==> config.mk <==
export PLATFORM = sky130hd
export DESIGN_NAME = pc_sequencer_flat
export DESIGN_NICKNAME = d
export VERILOG_FILES = /design/src/rtl/pc_sequencer_pkg.sv /design/src/rtl/pc_sequencer_if.sv /design/src/rtl/pc_sequencer_ras_stack.sv /design/src/rtl/pc_sequencer.sv /design/src/flat_wrapper.sv
export SDC_FILE = /design/constraint.sdc
export NUM_CORES = 1
export LEC_CHECK = 0
export ABC_AREA = 0
export CAP_MARGIN = 20
export CORE_UTILIZATION = 45
export CTS_CLUSTER_DIAMETER = 50
export CTS_CLUSTER_SIZE = 12
export DETAILED_ROUTE_END_ITERATION = 8
export GPL_ROUTABILITY_DRIVEN = 0
export PLACE_DENSITY_LB_ADDON = 0.15
export SYNTH_ARGS = -nofsm -noshare
export SYNTH_HDL_FRONTEND = slang
export SYNTH_HIERARCHICAL = 1
export SYNTH_SLANG_ARGS = --single-unit
==> constraint.sdc <==
create_clock -name clk -period 3.05 [get_ports clk]
set_clock_uncertainty 0.1 [all_clocks]
set_input_delay 0.915 -clock clk [delete_from_list [all_inputs] [get_ports clk]]
set_output_delay 0.915 -clock clk [all_outputs]
set_load 0.01 [all_outputs]
==> src/rtl/pc_sequencer_pkg.sv <==
// Shared core definitions: address width, return-stack depth and next-pc select encoding.
// The select encoding is also consumed by decode for trace/debug.
package pc_sequencer_pkg;

    localparam int PC_AW     = 11;
    localparam int RAS_DEPTH = 8;

    typedef enum logic [1:0] {
        NPC_SEQ = 2'd0,
        NPC_TGT = 2'd1,
        NPC_RET = 2'd2
    } npc_sel_t;

endpackage

==> src/rtl/pc_sequencer_if.sv <==
// Control/status bundle between the fetch controller and the pc sequencer.
// master drives controls and target, slave returns pc, npc and return-stack status.
interface pc_sequencer_if
    import pc_sequencer_pkg::*;
#(
    parameter int AW = PC_AW
);
    logic          stall;
    logic          branch_taken;
    logic          jump;
    logic          call;
    logic          ret;
    logic [AW-1:0] target;
    logic [AW-1:0] pc;
    logic [AW-1:0] npc;
    logic          ras_empty;
    logic          ras_full;
    logic          ras_ovf;
    logic          ras_unf;

    modport master (
        output stall, branch_taken, jump, call, ret, target,
        input  pc, npc, ras_empty, ras_full, ras_ovf, ras_unf
    );

    modport slave (
        input  stall, branch_taken, jump, call, ret, target,
        output pc, npc, ras_empty, ras_full, ras_ovf, ras_unf
    );
endinterface

==> src/rtl/pc_sequencer_ras_stack.sv <==
// Return-address LIFO on a circular array; a push when full overwrites the oldest entry.
// Latency: push/pop take effect at the next edge, top is read combinationally.
// Backpressure: none; misuse is reported through single-cycle ovf/unf events.
module ras_stack #(
    parameter int DW    = 11,
    parameter int DEPTH = 8
) (
    input  logic          clk,
    input  logic          rst,
    input  logic          push,
    input  logic          pop,
    input  logic [DW-1:0] push_data,
    output logic [DW-1:0] top,
    output logic          empty,
    output logic          full,
    output logic          ovf_evt,
    output logic          unf_evt
);
    localparam int PW = $clog2(DEPTH);
    localparam int CW = PW + 1;

    logic [DW-1:0] mem [DEPTH];
    logic [PW-1:0] ptr;
    logic [CW-1:0] cnt;
    logic          do_push;
    logic          do_pop;

    assign empty   = (cnt == '0);
    assign full    = (cnt == CW'(DEPTH));
    assign top     = mem[ptr];
    // pop wins if both are ever raised together
    assign do_pop  = pop & ~empty;
    assign do_push = push & ~pop;
    assign ovf_evt = do_push & full;
    assign unf_evt = pop & empty;

    always_ff @(posedge clk) begin
        if (rst) begin
            ptr <= '0;
            cnt <= '0;
        end else if (do_pop) begin
            ptr <= ptr - PW'(1);
            cnt <= cnt - CW'(1);
        end else if (do_push) begin
            ptr <= ptr + PW'(1);
            if (!full)
                cnt <= cnt + CW'(1);
        end
    end

    // Storage is not reset; with a full stack ptr+1 lands on the oldest entry.
    always_ff @(posedge clk) begin
        if (!rst && do_push)
            mem[ptr + PW'(1)] <= push_data;
    end

endmodule

==> src/rtl/pc_sequencer.sv <==
// Program-counter register with next-fetch selection (ret > call > jump > branch > seq).
// Latency: controls sampled at edge N, new pc visible after edge N, no bubbles.
// Backpressure: stall freezes pc, return stack and sticky flags.
module pc_sequencer
    import pc_sequencer_pkg::*;
#(
    parameter int            AW       = PC_AW,
    parameter int            DEPTH    = RAS_DEPTH,
    parameter logic [AW-1:0] RESET_PC = '0
) (
    input  logic            clk,
    input  logic            rst,
    pc_sequencer_if.slave   bus
);
    logic [AW-1:0] pc_q;
    logic [AW-1:0] pc_nxt;
    logic [AW-1:0] npc_w;
    logic [AW-1:0] ras_top;
    logic          ras_empty_w;
    logic          ras_full_w;
    logic          ras_push;
    logic          ras_pop;
    logic          ovf_evt;
    logic          unf_evt;
    logic          ovf_q;
    logic          unf_q;
    npc_sel_t      sel;

    assign npc_w = pc_q + AW'(1);

    always_comb begin
        sel      = NPC_SEQ;
        ras_push = 1'b0;
        ras_pop  = 1'b0;
        if (!bus.stall) begin
            if (bus.ret) begin
                // an empty-stack return falls through to pc+1
                ras_pop = 1'b1;
                if (!ras_empty_w)
                    sel = NPC_RET;
            end else if (bus.call) begin
                ras_push = 1'b1;
                sel      = NPC_TGT;
            end else if (bus.jump || bus.branch_taken) begin
                sel = NPC_TGT;
            end
        end
    end

    always_comb begin
        pc_nxt = npc_w;
        case (sel)
            NPC_TGT: pc_nxt = bus.target;
            NPC_RET: pc_nxt = ras_top;
            default: pc_nxt = npc_w;
        endcase
    end

    always_ff @(posedge clk) begin
        if (rst) begin
            pc_q  <= RESET_PC;
            ovf_q <= 1'b0;
            unf_q <= 1'b0;
        end else if (!bus.stall) begin
            pc_q <= pc_nxt;
            if (ovf_evt)
                ovf_q <= 1'b1;
            if (unf_evt)
                unf_q <= 1'b1;
        end
    end

    ras_stack #(
        .DW    (AW),
        .DEPTH (DEPTH)
    ) u_ras (
        .clk       (clk),
        .rst       (rst),
        .push      (ras_push),
        .pop       (ras_pop),
        .push_data (npc_w),
        .top       (ras_top),
        .empty     (ras_empty_w),
        .full      (ras_full_w),
        .ovf_evt   (ovf_evt),
        .unf_evt   (unf_evt)
    );

    assign bus.pc        = pc_q;
    assign bus.npc       = npc_w;
    assign bus.ras_empty = ras_empty_w;
    assign bus.ras_full  = ras_full_w;
    assign bus.ras_ovf   = ovf_q;
    assign bus.ras_unf   = unf_q;

endmodule
==> src/flat_wrapper.sv <==
// flat-port wrapper written by rule: the top's interface ports become plain ports
module pc_sequencer_flat import pc_sequencer_pkg::*;
#(
    parameter int            AW       = PC_AW,
    parameter int            DEPTH    = RAS_DEPTH,
    parameter logic [AW-1:0] RESET_PC = '0
)
  (clk, rst, bus_stall, bus_branch_taken, bus_jump, bus_call, bus_ret, bus_target, bus_pc, bus_npc, bus_ras_empty, bus_ras_full, bus_ras_ovf, bus_ras_unf);
  pc_sequencer_if #(.AW(AW)) bus_i ();
  input  logic clk;
  input  logic rst;
  input wire logic [$bits(bus_i.stall)-1:0] bus_stall;
  input wire logic [$bits(bus_i.branch_taken)-1:0] bus_branch_taken;
  input wire logic [$bits(bus_i.jump)-1:0] bus_jump;
  input wire logic [$bits(bus_i.call)-1:0] bus_call;
  input wire logic [$bits(bus_i.ret)-1:0] bus_ret;
  input wire logic [$bits(bus_i.target)-1:0] bus_target;
  output wire logic [$bits(bus_i.pc)-1:0] bus_pc;
  output wire logic [$bits(bus_i.npc)-1:0] bus_npc;
  output wire logic [$bits(bus_i.ras_empty)-1:0] bus_ras_empty;
  output wire logic [$bits(bus_i.ras_full)-1:0] bus_ras_full;
  output wire logic [$bits(bus_i.ras_ovf)-1:0] bus_ras_ovf;
  output wire logic [$bits(bus_i.ras_unf)-1:0] bus_ras_unf;
  assign bus_i.stall = bus_stall;
  assign bus_i.branch_taken = bus_branch_taken;
  assign bus_i.jump = bus_jump;
  assign bus_i.call = bus_call;
  assign bus_i.ret = bus_ret;
  assign bus_i.target = bus_target;
  assign bus_pc = bus_i.pc;
  assign bus_npc = bus_i.npc;
  assign bus_ras_empty = bus_i.ras_empty;
  assign bus_ras_full = bus_i.ras_full;
  assign bus_ras_ovf = bus_i.ras_ovf;
  assign bus_ras_unf = bus_i.ras_unf;
  pc_sequencer #(.AW(AW), .DEPTH(DEPTH), .RESET_PC(RESET_PC)) u_core (.clk(clk), .rst(rst), .bus(bus_i));
endmodule
# == After elaboration in Yosys (flattened, before gate mapping) ==
# Memories as Yosys holds them, arrays and structs flattened. A register that Yosys moved wholly into a read port is not among the register bits.
# Index checks and enable logic that the tools add are counted.
# totals
reg_bits,20
ram_bits,88
inputBits,18
output_inout_bits,26
wordCells,50
mem_count,1
# mem_list
name,words,word_bits,rd,rd_ports_with_merged_regs,wr,line,source
u_core.u_ras.mem,8,11,1,1,1,pc_sequencer_ras_stack.sv:22,logic [DW-1:0] mem [DEPTH];
# op_classes
n_addsub,5
eq_ne,4
muxes,20
bitwise,7
n_reduce_logical,8
# op_table
op,count
one-hot mux 11 bit (2 select lines),1
2-to-1 mux 3 bit,4
2-to-1 mux 4 bit,3
adder 11 x 1 -> 11 bit (second input constant),1
2-to-1 mux 1 bit,8
2-to-1 mux 2 bit,4
AND reduction 2 bit,3
adder 4 x 1 -> 4 bit (second input constant),1
AND 1 bit,4
== test 4 bit (second input constant),1
zero test 4 bit,1
subtractor 4 x 1 -> 4 bit (second input constant),1
adder 3 x 1 -> 3 bit (second input constant),1
inverter 1 bit,3
subtractor 3 x 1 -> 3 bit (second input constant),1
== test 2 x 1 -> 1 bit (second input constant),1
== test 2 bit (second input constant),1
inequality test 2 x 1 -> 1 bit (second input constant),1
nonzero test 2 bit,1
logical AND 1 bit,1
zero test 1 bit,1
logical OR 1 bit,1

# == Depth between registers and ports, before layout ==
# depth
word_depth,8
mapped_depth,12
depth_no_buf,9

# == Cells and area by module ==
# The synthesis kept the hierarchy.
# modules_own_cells
mod,n_inst,cells_per_inst,area_each_um2,seq_area_each_um2
ras_stack,1,208,3993.8,2842.7
pc_sequencer,1,130,1011.0,260.2

# == Worst setup path after synthesis ==
# Ideal clock, no wire load.
# synth_timing
path_kind,input-to-reg
from,in bus_stall
to,mem u_core.u_ras.mem[1][0] (enable)
setup_ps,393
arrival_ps,2708
required_time_ps,2557
setup_slack_ps,-151
path_stages,6
path_buffers,1
path_cell_list,buf_2 nor2_1 and2_1 nor2b_1 nand3_1 nor3_1
# synth_via
elab_cells_between_ends,7
classes_between,mux (4); bitwise (2); reduce/logical (1)
# synth_rtl
item,line,source
from (decl),flat_wrapper.sv:12,input wire logic [$bits(bus_i.stall)-1:0] bus_stall;
2-to-1 mux 1 bit,pc_sequencer.sv:35,if (!bus.stall) begin
net u_core.ras_push,pc_sequencer.sv:21,logic ras_push;
AND 1 bit,pc_sequencer_ras_stack.sv:33,assign do_push = push & ~pop;
logical AND 1 bit,pc_sequencer_ras_stack.sv:53,if (!rst && do_push)
2-to-1 mux 1 bit,pc_sequencer_ras_stack.sv:53,
2-to-1 mux 1 bit (implied by the code),pc_sequencer_ras_stack.sv:54,mem[ptr + PW'(1)] <= push_data;
to (decl),pc_sequencer_ras_stack.sv:22,
# The timed path passes the listed nets, and every way through them passes these cells.

# == Final worst setup path ==
# layout_timing
from,reg u_core.pc_q[0] (netlist: u_core/bus.pc[0])
to,out bus_npc[6]
# layout_via
elab_chain_len,1
# layout_rtl
item,line,source
from (decl),pc_sequencer.sv:15,logic [AW-1:0] pc_q;
from (signal assigned),pc_sequencer.sv:65,pc_q <= pc_nxt;
adder 11 x 1 -> 11 bit,pc_sequencer.sv:29,assign npc_w = pc_q + AW'(1);
to (decl),flat_wrapper.sv:19,output wire logic [$bits(bus_i.npc)-1:0] bus_npc;
# No other way between the ends.

==> impl_metrics.json <==
{
  "run_status": "completed",
  "share_of_synthesized_cell_area_in_and_or_nand_and_nor_gates": 0.0903,
  "global_route.usage.total": 0.201,
  "slowest_delay_ns": 0.39,
  "antenna_found_initial": 0,
  "avgSynthCellArea_sq_um": 14.8,
  "synth-async-reset-ratio": 0,
  "cts_max_level": 3,
  "ys_warn_count": 6,
  "grt_met3_usage": 0.0460,
  "ioPinCount": 44,
  "cpLargestDelayFamily": "buffers and inverters",
  "clock_insertion_delay_worst_skew_ns": 0.38,
  "critical_path.cell_chain": "ha_4, nand3_4, buf_6, nor2_1, xor2_1, buf_4, clkdlybuf4s15_2",
  "wire_per_inst_um": 19.8,
  "detail_route.drc_violations": 0,
  "drt_iter0_markers": 161,
  "leading_register_cell_type_out_of_synthesis": "sky130_fd_sc_hd__edfxtp_1",
  "dominant_combinational_cell_family_by_area_after_synthesis": "multiplexers",
  "timing.final.crit_period_ns": 2.96,
  "yosysUniqueCellTypes": 55,
  "synth.net_count": 362,
  "leakage_nw": 2.18,
  "cap_violations": 0,
  "post_synth_xor_area_fraction": 0.0228,
  "placement_rows": 38,
  "tritoncts.num_buffers": 9,
  "tritoncts": "done",
  "synth_compound_area_frac": 0.0825,
  "grt_max_degree": 28,
  "timing.final.hold_violations": 0,
  "grt_first_pass_wirelength_mm": 16.7,
  "core_area_sq_um": 10800,
  "crit_arrival_ns": 1.95,
  "achievable-frequency_mhz": 338,
  "global_route.usage.met1": 0.258,
  "use_met2": 0.337,
  "final_worst_path_cycle_share": 0.971,
  "synth.mux.area_fraction": 0.137,
  "critPathRequiredTime_ns": 2.03,
  "final_cell_area_sq_um": 6180,
  "finalSetupViolCount": 0,
  "timing.final.ws_setup_ns": 0.0892,
  "antenna_cells_inserted": 0,
  "die_boundary_width_um": 107,
  "final_max_slew_viol_count": 0,
  "dpl-instance-area_sq_um": 5880,
  "die_area_sq_um": 11500,
  "synth-adder-area-share": 0.0150,
  "globalRoute.busiestLayer": "met2",
  "synthToLayoutAreaGrowth_pct": 23.5,
  "dp_hpwl_mm": 7.62,
  "design.final.nets": 436,
  "placement.setup.worst_slack_ns": 0.0475,
  "ratio_of_routed_vias_to_standard_cells": 5.59,
  "ir_drop_uv": 287,
  "fp.dieH_um": 107,
  "grt-ovfl-total": 0,
  "drtAntennaViolNets": 0,
  "critical_path.startpoint_type": "register",
  "placement.io_buffers": 43,
  "power_density_nw_per_um2": 483,
  "cts.clk_slew.worst_paths_ns": 0.11,
  "number_of_flops_mapped_to_enable_cells_by_yosys": 88,
  "grt_setup_unrepaired": "false",
  "synth-seq-area-share": 0.620,
  "syn-instance-count": 338,
  "critPathMaxFanout": 5,
  "timing.critical_path.slowest_stage_cell": "sky130_fd_sc_hd__dfxtp_1",
  "routed_wl_mm": 11.1,
  "max_slew.worst_pin.slew_ns": 0.646,
  "numClockSinks": 111,
  "worst_slew_margin_rel": 0.569,
  "yosys_register_bits": 111,
  "first_global_vias": 3115,
  "mappedNetlistArea_sq_um": 5000,
  "worstSetupEndpointType": "output port",
  "detailedRoute.firstPassIterationCount": 4,
  "clock_tree.root_cell": "sky130_fd_sc_hd__clkbuf_8",
  "timing_worst_setup_path_type": "reg -> out",
  "n_fill_cell": 878,
  "layout-drive-gt1-share": 0.247,
  "initial_utilization": 0.462,
  "worst_path_buffer_plus_inverter_count": 3,
  "detailroute.via_count": 3112,
  "cts.path.max_buffers": 2,
  "min_path_type": "reg -> reg",
  "post_cts_hold_buffer_count": 0
}
==> metrics by stage <==
step	instances	utilization	TNS, ns	hold slack [ns]	power (mW)
after floorplan	338	-	-3.33	0.405	1.98
after global placement	540	0.543	0	0.360	2.14
after detailed placement	540	0.543	0	0.369	2.15
after CTS	557	0.567	0	0.400	3.00
after global routing	557	0.570	0	0.432	3.10
final	557	0.570	0	0.394	2.98
==> Yosys cell counts, types with 2 or more instances <==
cell type	instances	area (sq um)
sky130_fd_sc_hd__dfxtp_1	23	460
sky130_fd_sc_hd__nor2_1	22	82.6
sky130_fd_sc_hd__a21oi_1	13	65.1
sky130_fd_sc_hd__xor2_1	6	52.6
sky130_fd_sc_hd__mux4_2	10	225
sky130_fd_sc_hd__or3_1	2	12.5
sky130_fd_sc_hd__nor2b_1	5	31.3
sky130_fd_sc_hd__inv_1	12	45.0
sky130_fd_sc_hd__a21o_1	2	15.0
sky130_fd_sc_hd__o21ai_0	5	25.0
sky130_fd_sc_hd__nand4_1	3	18.8
sky130_fd_sc_hd__nand3_1	6	30.0
sky130_fd_sc_hd__nand2_1	11	41.3
sky130_fd_sc_hd__o22ai_1	4	25.0
sky130_fd_sc_hd__nand2b_1	6	37.5
sky130_fd_sc_hd__buf_2	7	35.0
sky130_fd_sc_hd__mux4_1	12	315
sky130_fd_sc_hd__nor3_1	13	65.1
sky130_fd_sc_hd__o221ai_1	2	17.5
sky130_fd_sc_hd__nor4_1	2	12.5
sky130_fd_sc_hd__a31oi_1	3	18.8
sky130_fd_sc_hd__mux2_2	11	124
sky130_fd_sc_hd__edfxtp_1	88	2640
sky130_fd_sc_hd__o2111ai_1	2	17.5
sky130_fd_sc_hd__buf_6	3	33.8
sky130_fd_sc_hd__a221oi_1	5	43.8
sky130_fd_sc_hd__ha_1	6	75.1
sky130_fd_sc_hd__and2_1	2	12.5
sky130_fd_sc_hd__xnor2_1	7	61.3
sky130_fd_sc_hd__clkbuf_1	8	30.0
sky130_fd_sc_hd__a22oi_1	11	82.6
sky130_fd_sc_hd__buf_1	3	11.3
==> per-layer routing <==
layer | up-vias | part of all wire
li1 | 1480 | -
met1 | 1560 | 0.44
met2 | 57 | 0.51
met3 | 15 | 0.035
met4 | 0 | 0.016
met5 | - | 0
==> state kept, by name, indices dropped and copies added (netlist names), named ones only <==
register	cells
u_core/bus.ras_unf	1
u_core/bus.pc	11
u_core/u_ras/mem	88
u_core/u_ras/ptr	3
u_core/bus.ras_ovf	1
u_core/u_ras/cnt	4
==> placed cells by master, fill, tap and decap left out, types with 6 or more instances in the layout <==
cell	count
sky130_fd_sc_hd__nand2b_1	6
sky130_fd_sc_hd__a21oi_1	13
sky130_fd_sc_hd__dfxtp_1	21
sky130_fd_sc_hd__a22oi_1	11
sky130_fd_sc_hd__clkbuf_8	9
sky130_fd_sc_hd__mux4_1	12
sky130_fd_sc_hd__dlygate4sd2_1	6
sky130_fd_sc_hd__nor3_1	8
sky130_fd_sc_hd__mux4_2	10
sky130_fd_sc_hd__nor2_1	22
sky130_fd_sc_hd__clkdlybuf4s50_1	36
sky130_fd_sc_hd__edfxtp_1	88
sky130_fd_sc_hd__nand2_1	10
sky130_fd_sc_hd__mux2_2	11
sky130_fd_sc_hd__buf_4	36
sky130_fd_sc_hd__inv_1	12
==> final cells by class <==
cell class,instances,area (sq um),area share
Timing Repair Buffer,85,806,0.130
Clock buffer,9,124,0.0200
Multi-Input combinational cell,193,1850,0.299
Clock inverter,7,77.6,0.0126
Sequential cell,111,3110,0.503
Inverter,12,45.0,0.00729
Tap cell,140,175,0.0284
==> logic make-up (layout without fill, tap and decap cells) <==
logic type,count (synthesis),count (layout)
flops,111,111
simple gates,81,81
compound gates,58,58
mux,35,35
buf+inv,34,113
xor+xnor,13,13
fa+ha+maj,6,6
==> tightest hold or removal path, delay by kind of cell (launching register included) <==
| family | cells | cell delay (ns) |
|---|---|---|
| AO/OA/AOI/OAI | 1 | 0.04 |
| flip-flops | 1 | 0.35 |
| AND/OR/NAND/NOR | 1 | 0.07 |
==> power by group <==
| part | switching, mW | internal (mW) | total (mW) | leakage (nW) |
|---|---|---|---|---|
| combinational | 0.215 | 0.216 | 0.431 | 1.07 |
| sequential | 0.0315 | 1.66 | 1.69 | 1.01 |
| clock | 0.540 | 0.322 | 0.862 | 0.0975 |
| total | 0.786 | 2.20 | 2.98 | 2.18 |
==> final timing paths <==
kind	slack, ns	from	to	depth (start not counted)
worst min register to register	0.39	u_core/bus.ras_ovf	u_core/bus.ras_ovf	2
worst min-delay path	0.39	u_core/bus.ras_ovf	u_core/bus.ras_ovf	2
worst max-delay path	0.09	u_core/bus.pc[0]	bus_npc[6]	7
worst max register to register	0.68	u_core/u_ras/cnt[2]	u_core/bus.pc[9]	7
==> repair_timing <==
action	in CTS	in global routing
setup buffers	1	0
setup endpoints to repair	8	7
pin swaps	3	3
gates resized for setup	20	6
Power figures use the tool's default switching activity.
